## src/rtl/inst_prefetch_pkg.sv

```systemverilog
// Shared types and constants for the instruction prefetch stage.
// Used by inst_prefetch and its sync_fifo buffer.
package inst_prefetch_pkg;

    localparam int MAX_OUTSTANDING = 2;

    typedef struct packed {
        logic [31:0] pc;
        logic [31:0] inst;
    } FetchEntry;

    typedef enum logic [1:0] {
        PF_RESET = 2'd0,
        PF_RUN   = 2'd1,
        PF_FLUSH = 2'd2
    } PrefetchState;

    function automatic logic [31:0] word_align(input logic [31:0] addr);
        return {addr[31:2], 2'b00};
    endfunction

endpackage

```

## src/rtl/inst_prefetch_sync_fifo.sv

```systemverilog
// Small synchronous FIFO of FetchEntry words with a single-cycle flush.
// Output is the registered head entry; there is no write-to-read bypass.
module sync_fifo
    import inst_prefetch_pkg::*;
#(
    parameter int DEPTH = 4
) (
    input  logic                   clk,
    input  logic                   rst,
    input  logic                   flush,
    input  logic                   push,
    input  FetchEntry              push_data,
    input  logic                   pop,
    output FetchEntry              head,
    output logic [$clog2(DEPTH):0] count
);

    localparam int AW = $clog2(DEPTH);
    localparam int CW = AW + 1;

    FetchEntry         mem_q [DEPTH];
    FetchEntry         mem_d [DEPTH];
    logic [AW-1:0]     wr_ptr_q, wr_ptr_d;
    logic [AW-1:0]     rd_ptr_q, rd_ptr_d;
    logic [CW-1:0]     count_q, count_d;
    logic              do_push;
    logic              do_pop;

    // Guards keep the pointers consistent even if a caller misbehaves.
    assign do_push = push && (count_q != CW'(DEPTH));
    assign do_pop  = pop && (count_q != '0);

    always_comb begin
        mem_d    = mem_q;
        wr_ptr_d = wr_ptr_q;
        rd_ptr_d = rd_ptr_q;
        count_d  = count_q;
        if (flush) begin
            wr_ptr_d = '0;
            rd_ptr_d = '0;
            count_d  = '0;
        end else begin
            if (do_push) begin
                mem_d[wr_ptr_q] = push_data;
                wr_ptr_d        = wr_ptr_q + AW'(1);
            end
            if (do_pop) begin
                rd_ptr_d = rd_ptr_q + AW'(1);
            end
            count_d = count_q + CW'(do_push) - CW'(do_pop);
        end
    end

    always_ff @(posedge clk) begin
        if (rst) begin
            wr_ptr_q <= '0;
            rd_ptr_q <= '0;
            count_q  <= '0;
        end else begin
            wr_ptr_q <= wr_ptr_d;
            rd_ptr_q <= rd_ptr_d;
            count_q  <= count_d;
        end
    end

    always_ff @(posedge clk) begin
        mem_q <= mem_d;
    end

    assign head  = mem_q[rd_ptr_q];
    assign count = count_q;

endmodule

```

## src/rtl/inst_prefetch.sv

```systemverilog
// Instruction prefetch stage: sequential fetch over req/gnt/rvalid, buffered
// hand-off to decode, stale-response dropping after redirects.
// Optional PREFETCH_ALIGN_CHECK_EN flags misaligned redirect targets as errors.
module inst_prefetch
    import inst_prefetch_pkg::*;
#(
    parameter int          DEPTH    = 4,
    parameter logic [31:0] RESET_PC = 32'h0000_0000
) (
    input  logic        clk,
    input  logic        rst,
    output logic        imem_req,
    output logic [31:0] imem_addr,
    input  logic        imem_gnt,
    input  logic        imem_rvalid,
    input  logic [31:0] imem_rdata,
    input  logic        redirect_valid,
    input  logic [31:0] redirect_pc,
    output logic        out_valid,
    input  logic        out_ready,
    output logic [31:0] out_pc,
    output logic [31:0] out_inst,
    output logic        error
);

    localparam int CW = $clog2(DEPTH) + 1;
    localparam int SW = CW + 1;

    PrefetchState  state_q, state_d;
    logic [31:0]   fetch_pc_q, fetch_pc_d;
    logic [31:0]   rsp_pc_q, rsp_pc_d;
    logic [1:0]    outstanding_q, outstanding_d;
    logic [1:0]    drop_q, drop_d;
    logic          error_q, error_d;

    FetchEntry     fifo_head;
    FetchEntry     fifo_wdata;
    logic [CW-1:0] fifo_count;
    logic          fifo_push;
    logic          fifo_pop;
    logic          has_room;
    logic          grant;
    logic          rsp_accept;
    logic          proto_fault;
    logic [31:0]   redirect_target;

    assign redirect_target = word_align(redirect_pc);

`ifdef PREFETCH_ALIGN_CHECK_EN
    logic misaligned;
    assign misaligned = (redirect_pc[1:0] != 2'b00);
`else
    logic unused_align_bits;
    assign unused_align_bits = ^redirect_pc[1:0];
`endif

    // FIFO space is reserved when a request goes out, so pushes never overflow.
    assign has_room    = (SW'(fifo_count) + SW'(outstanding_q)) < SW'(DEPTH);
    assign imem_req    = !rst && !redirect_valid && has_room
                         && (outstanding_q < 2'(MAX_OUTSTANDING));
    assign imem_addr   = fetch_pc_q;
    assign grant       = imem_req && imem_gnt;
    assign rsp_accept  = imem_rvalid && (outstanding_q != 2'd0);
    assign proto_fault = imem_rvalid && (outstanding_q == 2'd0);

    assign out_valid   = (fifo_count != '0);
    assign fifo_push   = rsp_accept && (drop_q == 2'd0) && !redirect_valid;
    assign fifo_pop    = out_valid && out_ready && !redirect_valid;
    assign fifo_wdata  = '{pc: rsp_pc_q, inst: imem_rdata};

    sync_fifo #(
        .DEPTH(DEPTH)
    ) u_fifo (
        .clk      (clk),
        .rst      (rst),
        .flush    (redirect_valid),
        .push     (fifo_push),
        .push_data(fifo_wdata),
        .pop      (fifo_pop),
        .head     (fifo_head),
        .count    (fifo_count)
    );

    always_comb begin
        state_d       = state_q;
        fetch_pc_d    = fetch_pc_q;
        rsp_pc_d      = rsp_pc_q;
        outstanding_d = outstanding_q + 2'(grant) - 2'(rsp_accept);
        drop_d        = drop_q;
        error_d       = error_q | proto_fault;

        if (grant) begin
            fetch_pc_d = fetch_pc_q + 32'd4;
        end
        if (rsp_accept && (drop_q != 2'd0)) begin
            drop_d = drop_q - 2'd1;
        end
        if (fifo_push) begin
            rsp_pc_d = rsp_pc_q + 32'd4;
        end

        case (state_q)
            PF_RESET: state_d = PF_RUN;
            PF_FLUSH: if (drop_d == 2'd0) state_d = PF_RUN;
            default:  state_d = PF_RUN;
        endcase

        // Every request still in flight after this cycle predates the redirect.
        if (redirect_valid) begin
            fetch_pc_d = redirect_target;
            rsp_pc_d   = redirect_target;
            drop_d     = outstanding_d;
            state_d    = (outstanding_d != 2'd0) ? PF_FLUSH : PF_RUN;
`ifdef PREFETCH_ALIGN_CHECK_EN
            if (misaligned) begin
                error_d = 1'b1;
            end
`endif
        end
    end

    always_ff @(posedge clk) begin
        if (rst) begin
            state_q       <= PF_RESET;
            fetch_pc_q    <= RESET_PC;
            rsp_pc_q      <= RESET_PC;
            outstanding_q <= 2'd0;
            drop_q        <= 2'd0;
            error_q       <= 1'b0;
        end else begin
            state_q       <= state_d;
            fetch_pc_q    <= fetch_pc_d;
            rsp_pc_q      <= rsp_pc_d;
            outstanding_q <= outstanding_d;
            drop_q        <= drop_d;
            error_q       <= error_d;
        end
    end

    assign out_pc   = out_valid ? fifo_head.pc : 32'h0;
    assign out_inst = out_valid ? fifo_head.inst : 32'h0;
    assign error    = error_q;

endmodule
```

## config.mk

```make
export PLATFORM = sky130hd
export DESIGN_NAME = inst_prefetch
export DESIGN_NICKNAME = d
export VERILOG_FILES = /design/src/rtl/inst_prefetch_pkg.sv /design/src/rtl/inst_prefetch_sync_fifo.sv /design/src/rtl/inst_prefetch.sv
export SDC_FILE = /design/constraint.sdc
export NUM_CORES = 1
export LEC_CHECK = 0
export ABC_AREA = 1
export BUFFER_PORTS_ARGS = -buffer_cell sky130_fd_sc_hd__buf_4
export CORE_ASPECT_RATIO = 0.6
export CORE_UTILIZATION = 31
export CTS_CLUSTER_SIZE = 20
export DETAILED_ROUTE_END_ITERATION = 10
export SYNTH_ARGS = -nofsm -noshare
export SYNTH_HDL_FRONTEND = slang
export SYNTH_SLANG_ARGS = --single-unit
```

## constraint.sdc

```tcl
create_clock -name clk -period 4.6 [get_ports clk]
set_clock_uncertainty 0.2 [all_clocks]
set_input_delay 0.69 -clock clk [delete_from_list [all_inputs] [get_ports clk]]
set_output_delay 0.69 -clock clk [all_outputs]
set_load 0.02 [all_outputs]
```

## After elaboration in Yosys (flattened, before gate mapping)

Cells that the tools add are included.

- Flip-flop bits (word level): 332
- Bits of input ports: 70
- Output and inout bits: 99
- Word-level logic and storage cells: 78

- Add/subtract/negate cells: 10
- Order comparisons: 5
- Equality and inequality tests: 1
- Mux-type cells: 14
- Bitwise logic cells: 4
- Reduce and logical (&&, ||, !) cells: 26

Operator list:

| cell | count |
|---|---|
| 256-bit bitwise mux | 1 |
| 32-bit two-way mux | 6 |
| 64-bit two-way mux | 3 |
| 64-bit binary-select mux with 2-bit select | 1 |
| 64-bit demux with 2-bit select | 1 |
| 32-bit by 3-bit adder with 32-bit output (second input constant) | 2 |
| 1-bit logical AND | 14 |
| 2-bit nonzero test | 5 |
| 3-bit greater-or-equal comparator (second input constant) | 2 |
| 2-bit NOT with 3-bit output | 2 |
| 2-bit by 1-bit adder with 2-bit output (second input constant) | 2 |
| 3-bit by 2-bit adder with 4-bit output | 1 |
| 2-bit zero test | 2 |
| 4-bit by 3-bit less-than comparator with 1-bit output (second input constant) | 1 |
| 2-bit two-way mux | 2 |
| 3-bit by 1-bit adder with 3-bit output | 1 |
| 3-bit by 1-bit less-than comparator with 1-bit output (second input constant) | 1 |
| 3-bit inequality test (second input constant) | 1 |
| 3-bit nonzero test | 1 |
| 3-bit by 1-bit subtractor with 3-bit output | 1 |
| 2-bit by 1-bit adder with 2-bit output | 1 |
| 1-bit zero test | 2 |
| 2-bit less-than comparator (second input constant) | 1 |
| 2-bit AND reduction | 1 |
| other kinds (5) | 5 |

## Logic depth before layout (Yosys ltp)

- Depth after elaboration: 8
- Depth in mapped cells: 12
- Gate-level depth less buffers: 12

## Modules after synthesis

From an unflattened synthesis, not the netlist that was laid out.

- Cell total of the unflattened synthesis: 1564
- Area, all modules: 14960.6 um2

By module, submodules not included:

| module | instances | cells an instance | area each (um2) | seq. area each (um2) |
|---|---|---|---|---|
| sync_fifo | 1 | 682 | 9969.6 | 7827.5 |
| inst_prefetch | 1 | 882 | 4991.0 | 1301.2 |

## Worst setup path after synthesis

Ideal clock, no wire load.

- Kind: in2reg
- From: input port imem_rvalid
- To: register u_fifo.mem_q[0] (netlist name), enable pin
- Library setup time: 0.482 ns
- Arrival: 3.913 ns
- Data required time: 3.918 ns
- Slack: 0.005 ns
- Stages: 6
- Buffers on the path: 0
- Cells stage by stage: inv_1 nor2_1 nand2_1 nor2_1 o21ai_1 nor2_1

- Cells in the longest elaborated chain, start to end: 5

RTL lines:

| item | RTL line | text |
|---|---|---|
| start: declaration | inst_prefetch.sv:15 | `input logic imem_rvalid,` |
| 1-bit logical AND | inst_prefetch.sv:63 | `assign rsp_accept = imem_rvalid && (outstanding_q != 2'd0);` |
| 1-bit logical AND (2 in a row) | inst_prefetch.sv:67 | `assign fifo_push = rsp_accept && (drop_q == 2'd0) && !redirect_valid;` |
| 1-bit logical AND | inst_prefetch_sync_fifo.sv:30 | `assign do_push = push && (count_q != CW'(DEPTH));` |
| 2-bit AND reduction (no source line) | n/a |  |
| end signal: assignment | inst_prefetch_sync_fifo.sv:67 | `mem_q <= mem_d;` |
| end: declaration | inst_prefetch_sync_fifo.sv:21 | `FetchEntry mem_q [DEPTH];` |

Every way passes these cells.
A chain may end at the register's enable or synchronous reset.

## Worst setup path after layout

- From: register u_fifo.rd_ptr_q[0]
- To: output port out_pc[24]

- Cells in the longest elaborated chain, start to end: 5

RTL lines:

| item | RTL line | text |
|---|---|---|
| start: declaration | inst_prefetch_sync_fifo.sv:24 | `logic [AW-1:0] rd_ptr_q, rd_ptr_d;` |
| start signal: assignment | inst_prefetch_sync_fifo.sv:61 | `rd_ptr_q <= rd_ptr_d;` |
| 2-bit NOT with 3-bit output (not written as such) | inst_prefetch_sync_fifo.sv:70 | `assign head = mem_q[rd_ptr_q];` |
| 64-bit binary-select mux with 2-bit select | inst_prefetch_sync_fifo.sv:70 |  |
| 64-bit two-way mux (not written as such) (2 in a row) | inst_prefetch_sync_fifo.sv:70 |  |
| 32-bit two-way mux | inst_prefetch.sv:140 | `assign out_pc = out_valid ? fifo_head.pc : 32'h0;` |
| end: declaration | inst_prefetch.sv:21 | `output logic [31:0] out_pc,` |

Every way passes these cells. The select of a mux whose other input is x is not followed.

==> metrics.csv <==
metric,value,unit
hold crit path type,in -> reg,
CP Capture Type,primary output,
Post-Syn Instances,1531,
"FF+latch count, synth",320,
Slew @ Worst Pin,1.11,ns
Clock Latency Late Sink,0.52,ns
Fmax,283,MHz
syn_area_per_cell,9.32,um2
# IOs,169,
Setup WS pre-CTS,1.31,ns
initial DRC count,1087,
CP max FO,48,
"commonest non-fill, non-tap cell in the layout",nor2_1,
CP Launch Point,u_fifo.rd_ptr_q[0],
fin. max-slew vios,0,
setup bufs post-CTS,0,
startpoint types,flip-flop,
CTS Root Cell,clkbuf_16,
fraction of final layout cells sized beyond drive strength 1,14.2,%
routed vias/inst,4.76,
register area share after synthesis,62.3,%
crit path time final,3.53,ns
wire per inst,16.9,um
clock sink count,320,
maxcap violations,0,
die width,279,um
"Cell Area, Synth",0.0143,mm2
ANT cells,0,
r2r startpoint,outstanding_q[1],
r2r endpoint,u_fifo.mem_q[13],
top_reg_cell synth,edfxtp_1,
GRT overflow,0,
initial antenna violation count,0,
placed instance count,2261,
RSZ-0062 raised after global routing,false,
Max Root-Sink Buffers,3,
status,completed,
VDD IR max,196,uV
CTS tree,yes,
R2R setup slack,1.65,ns
CP arrival,2.64,ns
asr flop ratio synth,0,%
power per cell area,389,mW/mm2
endpoints failing setup,0,
Inserted Clock Buffers,34,
die area,0.0469,mm2
GPL Wtd Cong,0.923,
Required @ worst endpoint,3.71,ns
ANT nets after route,0,
via count,11000,
H-tree depth,2,
largest net degree at the start of global routing,63,
clk slew on worst S/H paths,0.06,ns
Core Area,0.0451,mm2
IO Port Bufs,162,
cell row count,60,
hold buffers post-CTS,0,
worst reg2reg path depth,8,
global-route wire length before repair,59.6,mm
"Distinct cells, synth",32,
area grow syn2layout,21.0,%
TritonRoute pass-1 iters,5,
Slew Limit Headroom,25.4,%
number of remaining DRC errors,0,
final setup TNS,0,ns
final setup margin,1.07,ns
post-CTS sizing,0,
Layout Utilization,38.3,%
Critical Path End,out_pc[24],
Final #Nets,1760,
GRT Total Usage,16.4,%
Die Ht,168,um
most frequent cells in the layout,"nor2_1, nand2_1, edfxtp_1",
Initial Util,31.6,%
Post-synth EDFFs,248,
Final Hold Fails,0,
"Period Utilization, post-route",76.8,%
Post-Route WL,39.1,mm
Synthesis Warnings,0,
vias in the first global route,10300,
DPL Wire Length,24.9,mm
Pleak,6.43,nW
worst setup path class,reg -> out,
Post-Layout Cell Count,2321,
==> Yosys cell counts, types with 9 or more instances <==
| master | n | share of area, % |
|---|---|---|
| xnor2_1 | 9 | 0.55 |
| buf_2 | 9 | 0.32 |
| clkbuf_1 | 40 | 1.1 |
| a21oi_1 | 117 | 4.1 |
| ha_1 | 12 | 1.1 |
| edfxtp_1 | 248 | 52 |
| xor2_1 | 15 | 0.92 |
| nand3_1 | 42 | 1.5 |
| dfxtp_1 | 72 | 10 |
| inv_1 | 89 | 2.3 |
| o21ai_0 | 160 | 5.6 |
| nor2_1 | 382 | 10 |
| buf_1 | 10 | 0.26 |
| a31oi_1 | 11 | 0.48 |
| nand2_1 | 273 | 7.2 |
==> critical path, stage by stage (launching register included) <==
cell     delay [ns]
dfxtp_4        0.40
inv_2          0.55
buf_4          0.41
o21ai_0        0.14
a21oi_1        0.37
buf_4          0.22
==> kinds of logic after synthesis <==
kind of cell               after synthesis  synth area share, %
other                                    1               0.0263
AOI/OAI and AO/OA                      296                 10.6
and+or+nand+nor                        714                 19.7
adders and majority gates               13                 1.19
buffers and inverters                  163                 4.73
DFF                                    320                 62.3
xor gates and xnor gates                24                 1.47
==> metal layers <==
metal  wire [um]  global-route usage [%]  vias up  share of wire [%]
li1            -                       -     5424                  -
met1       18700                    23.9     5258                 48
met2       17000                    24.3      321                 43
met3        3020                    4.43       41                7.7
met4         449                    3.20        0                1.1
met5           0                       0        -                  0
==> state kept, by name, summed over array words and instances, names as in the netlist <==
signal and flops:
u_fifo.rd_ptr_q 2, drop_q 2, u_fifo.wr_ptr_q 2, error 1, u_fifo.mem_q 248, rsp_pc_q 30, imem_addr 30, u_fifo.count 3
outstanding_q 2
==> power by group <==
| group | internal, W | switching, W | total, W |
|---|---|---|---|
| registers | 0.00323 | 0.000102 | 0.00334 |
| clock network | 0.00164 | 0.00113 | 0.00276 |
| logic | 0.000214 | 0.000400 | 0.000614 |
==> how the worst min path moves through the flow <==
stage | from | end | cells past startpoint
2_1_floorplan | rsp_pc_q[31] | u_fifo.mem_q[127] | 0
3_3_place_gp | error | error | 2
3_5_place_dp | error | error | 2
4_1_cts | imem_rdata[23] | u_fifo.mem_q[151] | 1
5_1_grt | imem_rdata[31] | u_fifo.mem_q[223] | 1
6_report | imem_rdata[26] | u_fifo.mem_q[90] | 1
==> per-stage QoR <==
stage	cell area, um2	hold WS, ns	total power (W)
3_3_place_gp	16200	0.260	0.00400
3_5_place_dp	16200	0.265	0.00401
2_1_floorplan	14300	0.282	0.00375
4_1_cts	17300	0.137	0.00681
6_report	17300	0.167	0.00672
5_1_grt	17300	0.143	0.00699
==> cell type report <==
cell class	count	area (um2)
tap	620	776
clock inverter	18	175
clock buffer	42	945
timing repair buffer	176	1370
fill	4476	27800
sequential	320	8890
inverter	94	353
multi-input combinational	1051	4760
Note: power is estimated with default switching activity, not from simulation.
